==> src/rtl/evaluate_pv_pkg.sv <==
// rtl/evaluate_pv_pkg.sv - shared control-word layout and sequencer states for the PV evaluator
package evaluate_pv_pkg;

  localparam int WRITE_BIT     = 31;
  localparam int CLEAR_ALL_BIT = 30;

  // Control-word fields pack upward from bit 0: move, ply, entry_valid, slot.
  function automatic int ply_lsb(input int uci_width);
    return uci_width;
  endfunction

  function automatic int entry_valid_bit(input int uci_width, input int depth_log2);
    return uci_width + depth_log2;
  endfunction

  function automatic int slot_lsb(input int uci_width, input int depth_log2);
    return uci_width + depth_log2 + 1;
  endfunction

  typedef enum logic [1:0] {IDLE, WAIT, DONE} seq_state_e;

endpackage

==> src/rtl/pv_latency_seq.sv <==
// rtl/pv_latency_seq.sv - edge-triggered latency sequencer producing eval_valid and start/abort/finish strobes
module pv_latency_seq
  import evaluate_pv_pkg::*;
#(
  parameter int LATENCY_COUNT = 2
) (
  input  logic clk_i,
  input  logic reset_i,
  input  logic board_valid_i,
  input  logic clear_eval_i,
  output logic start_o,
  output logic abort_o,
  output logic finish_o,
  output logic eval_valid_o
);

  localparam int CNT_W = $clog2(LATENCY_COUNT);

  seq_state_e       state_q, state_d;
  logic [CNT_W-1:0] cnt_q, cnt_d;
  logic             bv_q, ce_q;
  logic             bv_rise, ce_rise;

  assign bv_rise      = board_valid_i & ~bv_q;
  assign ce_rise      = clear_eval_i & ~ce_q;
  assign eval_valid_o = (state_q == DONE);

  always_ff @(posedge clk_i) begin
    if (!reset_i) begin
      state_q <= IDLE;
      cnt_q   <= '0;
      bv_q    <= 1'b0;
      ce_q    <= 1'b0;
    end else begin
      state_q <= state_d;
      cnt_q   <= cnt_d;
      bv_q    <= board_valid_i;
      ce_q    <= clear_eval_i;
    end
  end

  always_comb begin
    state_d  = state_q;
    cnt_d    = cnt_q;
    start_o  = 1'b0;
    abort_o  = 1'b0;
    finish_o = 1'b0;
    case (state_q)
      IDLE: begin
        if (bv_rise) begin
          start_o = 1'b1;
          state_d = WAIT;
          cnt_d   = CNT_W'(LATENCY_COUNT - 1);
        end
      end
      WAIT: begin
        if (ce_rise) begin
          abort_o = 1'b1;
          state_d = IDLE;
        end else if (cnt_q == '0) begin
          state_d = DONE;
        end else begin
          cnt_d = cnt_q - CNT_W'(1);
        end
      end
      DONE: begin
        if (ce_rise) begin
          finish_o = 1'b1;
          state_d  = IDLE;
        end
      end
      default: state_d = IDLE;
    endcase
  end

endmodule

==> src/rtl/evaluate_pv_multi.sv <==
// rtl/evaluate_pv_multi.sv - per-ply multi-slot PV/killer move table with compare and priority encode
module evaluate_pv_multi
  import evaluate_pv_pkg::*;
#(
  parameter int UCI_WIDTH      = 16,
  parameter int MAX_DEPTH_LOG2 = 5,
  parameter int SLOT_LOG2      = 1,
  parameter int LATENCY_COUNT  = 2
) (
  input  logic                      clk,
  input  logic                      reset,
  input  logic                      board_valid,
  input  logic [UCI_WIDTH-1:0]      uci_in,
  input  logic [MAX_DEPTH_LOG2-1:0] pv_ply,
  input  logic                      clear_eval,
  input  logic [31:0]               pv_ctrl_in,
  output logic                      eval_pv_flag,
  output logic [SLOT_LOG2-1:0]      eval_match_slot,
  output logic                      eval_valid
);

  localparam int NUM_SLOTS = 2 ** SLOT_LOG2;
  localparam int IDX_W     = MAX_DEPTH_LOG2 + SLOT_LOG2;
  localparam int ENTRIES   = 2 ** IDX_W;
  localparam int PLY_LSB   = ply_lsb(UCI_WIDTH);
  localparam int EV_BIT    = entry_valid_bit(UCI_WIDTH, MAX_DEPTH_LOG2);
  localparam int SLOT_LSB  = slot_lsb(UCI_WIDTH, MAX_DEPTH_LOG2);

  if ((UCI_WIDTH + MAX_DEPTH_LOG2 + 1 + SLOT_LOG2 > 30) || (LATENCY_COUNT < 2)) begin : g_cfg_check
    $error("evaluate_pv_multi: control word fields overlap or LATENCY_COUNT < 2");
  end

  logic                      wr_en, clr_all, wr_ev;
  logic [UCI_WIDTH-1:0]      wr_move;
  logic [IDX_W-1:0]          wr_idx;
  logic                      ctrl_unused;

  assign wr_en       = pv_ctrl_in[WRITE_BIT];
  assign clr_all     = pv_ctrl_in[CLEAR_ALL_BIT];
  assign wr_move     = pv_ctrl_in[UCI_WIDTH-1:0];
  assign wr_ev       = pv_ctrl_in[EV_BIT];
  assign wr_idx      = {pv_ctrl_in[PLY_LSB +: MAX_DEPTH_LOG2], pv_ctrl_in[SLOT_LSB +: SLOT_LOG2]};
  assign ctrl_unused = ^pv_ctrl_in;

  logic start, abort, finish;

  pv_latency_seq #(.LATENCY_COUNT(LATENCY_COUNT)) u_seq (
    .clk_i        (clk),
    .reset_i      (reset),
    .board_valid_i(board_valid),
    .clear_eval_i (clear_eval),
    .start_o      (start),
    .abort_o      (abort),
    .finish_o     (finish),
    .eval_valid_o (eval_valid)
  );

  logic [UCI_WIDTH-1:0]      move_mem_q [ENTRIES];
  logic [ENTRIES-1:0]        valid_q, valid_d;
  logic [NUM_SLOTS-1:0]      cmp_q, cmp_d, cmp_now;
  logic [MAX_DEPTH_LOG2-1:0] ply_q, ply_d;
  logic                      pend_q, pend_d;
  logic                      flag_q, flag_d;
  logic [SLOT_LOG2-1:0]      slot_q, slot_d, enc_slot;

  always_ff @(posedge clk) begin
    if (wr_en) move_mem_q[wr_idx] <= wr_move;
  end

  // Compared in the capture cycle, so a same-cycle write is not seen.
  always_comb begin
    cmp_now = '0;
    for (int s = 0; s < NUM_SLOTS; s++) begin
      cmp_now[s] = valid_q[{pv_ply, SLOT_LOG2'(s)}] &&
                   (move_mem_q[{pv_ply, SLOT_LOG2'(s)}] == uci_in);
    end
  end

  always_comb begin
    enc_slot = '0;
    for (int s = NUM_SLOTS - 1; s >= 0; s--) begin
      if (cmp_q[s]) enc_slot = SLOT_LOG2'(s);
    end
  end

  always_comb begin
    ply_d  = start ? pv_ply : ply_q;
    cmp_d  = start ? cmp_now : cmp_q;
    pend_d = start;
    flag_d = flag_q;
    slot_d = slot_q;
    if (abort) begin
      flag_d = 1'b0;
      slot_d = '0;
    end else if (pend_q) begin
      flag_d = |cmp_q;
      slot_d = enc_slot;
    end
    valid_d = valid_q;
    if (clr_all) valid_d = '0;
    // Consumed PV move retires; killers persist and an explicit write still wins.
    if (finish && flag_q && (slot_q == '0)) valid_d[{ply_q, SLOT_LOG2'(0)}] = 1'b0;
    if (wr_en) valid_d[wr_idx] = wr_ev;
  end

  always_ff @(posedge clk) begin
    if (!reset) begin
      valid_q <= '0;
      cmp_q   <= '0;
      ply_q   <= '0;
      pend_q  <= 1'b0;
      flag_q  <= 1'b0;
      slot_q  <= '0;
    end else begin
      valid_q <= valid_d;
      cmp_q   <= cmp_d;
      ply_q   <= ply_d;
      pend_q  <= pend_d;
      flag_q  <= flag_d;
      slot_q  <= slot_d;
    end
  end

  assign eval_pv_flag    = flag_q;
  assign eval_match_slot = slot_q;

endmodule

==> config.mk <==
export PLATFORM = sky130hd
export DESIGN_NAME = evaluate_pv_multi
export DESIGN_NICKNAME = d
export VERILOG_FILES = /design/src/rtl/evaluate_pv_pkg.sv /design/src/rtl/pv_latency_seq.sv /design/src/rtl/evaluate_pv_multi.sv
export SDC_FILE = /design/constraint.sdc
export NUM_CORES = 1
export LEC_CHECK = 0
export BUFFER_PORTS_ARGS = -buffer_cell sky130_fd_sc_hd__buf_4
export CAP_MARGIN = 10
export CORE_MARGIN = 2
export CORE_UTILIZATION = 65
export CTS_BUF_LIST = sky130_fd_sc_hd__clkbuf_8
export CTS_CLUSTER_SIZE = 20
export DETAILED_ROUTE_END_ITERATION = 8
export MAX_ROUTING_LAYER = met4
export PLACE_DENSITY = 0.79
export SLEW_MARGIN = 20
export SYNTH_ARGS = -nofsm -noshare
export SYNTH_HDL_FRONTEND = slang
export SYNTH_SLANG_ARGS = --single-unit
==> constraint.sdc <==
create_clock -name clk -period 4.09 [get_ports clk]
set_input_delay 0.818 -clock clk [delete_from_list [all_inputs] [get_ports clk]]
set_output_delay 0.818 -clock clk [all_outputs]
set_load 0.02 [all_outputs]
==> impl_results.md <==
- Layout cell share with drive strength beyond 1: 27.7%
- Resize count post-CTS: 0
- CTS sink count: 1,103
- Die Span Y: 263 um
- Fmax: 328 MHz
- Outcome: completed
- Pwr Density: 451 nW/um^2
- Final #Nets: 2,533
- WP data arrival: 3.80 ns
- Fin crit share: 74.5%
- Hpwl dp: 64,400 um
- Kind of critical path: in -> reg
- Global Route Usage Sum: 32.9%
- Clk Latency, worst-skew pair: 0.84 ns
- Min Tclk post-route: 3.05 ns
- Setup_tns: 0 ns
- Syn Std Cell Area: 43,600 sq um
- Crit-path max FO: 34
- Largest net degree at the start of global routing: 79
- First-pass GRT wire length: 157,000 um
- Die W: 263 um
- Vias in the first global route: 24,200
- Startpoint Class: primary input
- DR WL/cell: 31.0 um
- Pre-antenna DRT Iters: 7
- Buffer count from post-CTS setup fixing: 0
- Post-synth EDFFs: 1,024
- Commonest cells after routing, fill and taps aside: edfxtp_1, mux4_2, buf_4
- Design area: 48,800 sq um
- Most common cell after layout, fill and taps aside: edfxtp_1
- CTS buffer count: 164
- Layout area overhead: 11.9%
- I/O pin cnt: 60
- FFs w/ async S/R, synth: 0%
- Peak supply drop: 403 uV
- Initial Util: 66.0%
- Worst-margin pin slew: 0.904 ns
- DP Worst Slack: 0.160 ns
- # rows: 94
- Final hold violation count: 0
- Syn_nets: 2,302
- Maximum clock insertion buffer count: 3
- GPL Wtd Cong: 0.941
- Setup crit end kind: register
- Slew Limit Headroom: 39.7%
- Pleak: 0.0159 uW
- Via count: 23,600
- Unrepaired setup endpoints after global routing: false
- Core Footprint: 66,100 sq um
- Seq cells post-synth: 1,103
- Initial antenna violation count: 5
- Routed Antenna Nets: 0
- Clock transition at path regs: 0.06 ns
- Setup ws final: 1.04 ns
- DRC viols: 0
- # hold bufs at CTS: 0
- Hold WS: 0.214 ns
- Max_cap viols: 0
- Avg Cell Area, Syn: 19.4 sq um
- Top FF cell, synth: edfxtp_1
- Final setup vio count: 0
- Max-slew violations: 0
- Full die area: 69,200 sq um
- Initial DRC Count: 3,563
- TritonCTS clock tree: built
- H-tree depth: 4
- Cells after Synth: 2,245
- Overflow after GRT: 0
- # port buffers: 52
- Root Buffer: clkbuf_8
- Routed wire length: 107,000 um
- Vias per cell: 6.79
- Sequential share of the synthesized area: 74.1%
- Critical Path RT: 4.84 ns
- Yosys cell types: 57
- Worst Skew: 0.0475 ns
- Worst min path class: in -> reg
- Synth warn: 0
- DP Area: 45,800 sq um
## final cells by class
| cell class | instances | area, sq um |
|---|---|---|
| Antenna cell | 5 | 12.5 |
| Clock buffer | 177 | 2440 |
| Fill cell | 3661 | 17300 |
| Clock inverter | 116 | 608 |
| Multi-Input combinational cell | 1004 | 10700 |
| Timing Repair Buffer | 193 | 1580 |
| Tap cell | 864 | 1080 |
| Inverter | 10 | 37.5 |
| Sequential cell | 1103 | 32300 |
## synthesized netlist by cell type (all sizes together) (12+ instances only)
library cell	count	share of area [%]
a21boi	21	0.36
dfxtp	79	3.6
nor3	14	0.16
clkbuf	53	0.46
mux2i	101	2.3
xor2	13	0.26
nand2	97	0.83
nor2	80	0.69
a22oi	35	0.60
edfxtp	1024	70
a21oi	54	0.63
o21ai	26	0.30
nand3	23	0.26
mux4	252	13
nor3b	46	0.79
nor2b	63	0.90
nand2b	12	0.17
buf	75	1.1
o22ai	35	0.50
xnor2	19	0.38
a32oi	14	0.28
## final timing paths
kind,start,endpoint,slack [ns],depth (start not counted)
hold reg to reg,pend_q$_SDFF_PN0_,eval_pv_flag$_SDFFE_PP0P_,0.52,1
setup reg to reg,move_mem_q[52][12]$_DFFE_PP_,cmp_q[0]$_SDFFE_PN0P_,1.24,8
setup / recovery,pv_ply[0],cmp_q[1]$_SDFFE_PN0P_,1.04,12
hold / removal,board_valid,u_seq.bv_q$_SDFF_PN0_,0.21,2
## power by group
group / switching, uW / internal, uW / leakage (uW) / total, uW
Sequential: 30.9 / 12400 / 0.00985 / 12400
Clock: 4050 / 4230 / 0.00179 / 8280
Combinational: 824 / 486 / 0.00425 / 1310
Total: 4900 / 17100 / 0.0159 / 22000
## registers in the layout, summed over array words and instances (netlist names)
signal           cells
u_seq.bv_q           1
u_seq.cnt_q          1
cmp_q                2
eval_pv_flag         1
pend_q               1
valid_q             64
ply_q                5
move_mem_q        1024
eval_match_slot      1
u_seq.ce_q           1
u_seq.state_q        2
## kinds of logic (layout without fill, tap and decap cells)
logic type / Yosys count / count (layout) / share of synthesized area, %
and+or+nand+nor: 393 / 393 / 4.78
buffers and inverters: 138 / 496 / 1.62
AOI/OAI and AO/OA: 220 / 220 / 3.37
other: 0 / 5 / 0
DFF: 1103 / 1103 / 74.1
xor gates and xnor gates: 32 / 32 / 0.642
muxes: 359 / 359 / 15.5
## worst max-delay path: stages
cell       delay (ns)
buf_8            0.36
buf_12           0.28
buf_12           0.16
buf_4            0.17
mux4_2           0.51
o22ai_1          0.24
nor4_1           0.12
xor2_1           0.17
nor4_1           0.37
buf_4            0.19
o2111ai_1        0.11
o31ai_1          0.27
## through the flow
| stage | utilization [%] | cells | total power (uW) |
|---|---|---|---|
| after global placement | 69.2 | 3174 | 13900 |
| after CTS | 73.8 | 3467 | 22100 |
| final | 73.9 | 3472 | 22000 |
| after detailed placement | 69.2 | 3174 | 14000 |
| after floorplan | - | 2245 | 13400 |
| after global routing | 73.9 | 3471 | 22600 |
## metal layers
layer | GRT usage, % | up-vias | share of wire (%)
li1 | - | 9660 | -
met1 | 42.8 | 12100 | 35
met2 | 50.3 | 1569 | 48
met3 | 7.97 | 274 | 12
met4 | 14.2 | 0 | 4.2
met5 | - | - | 0
Note: power is estimated with default switching activity, not from simulation.
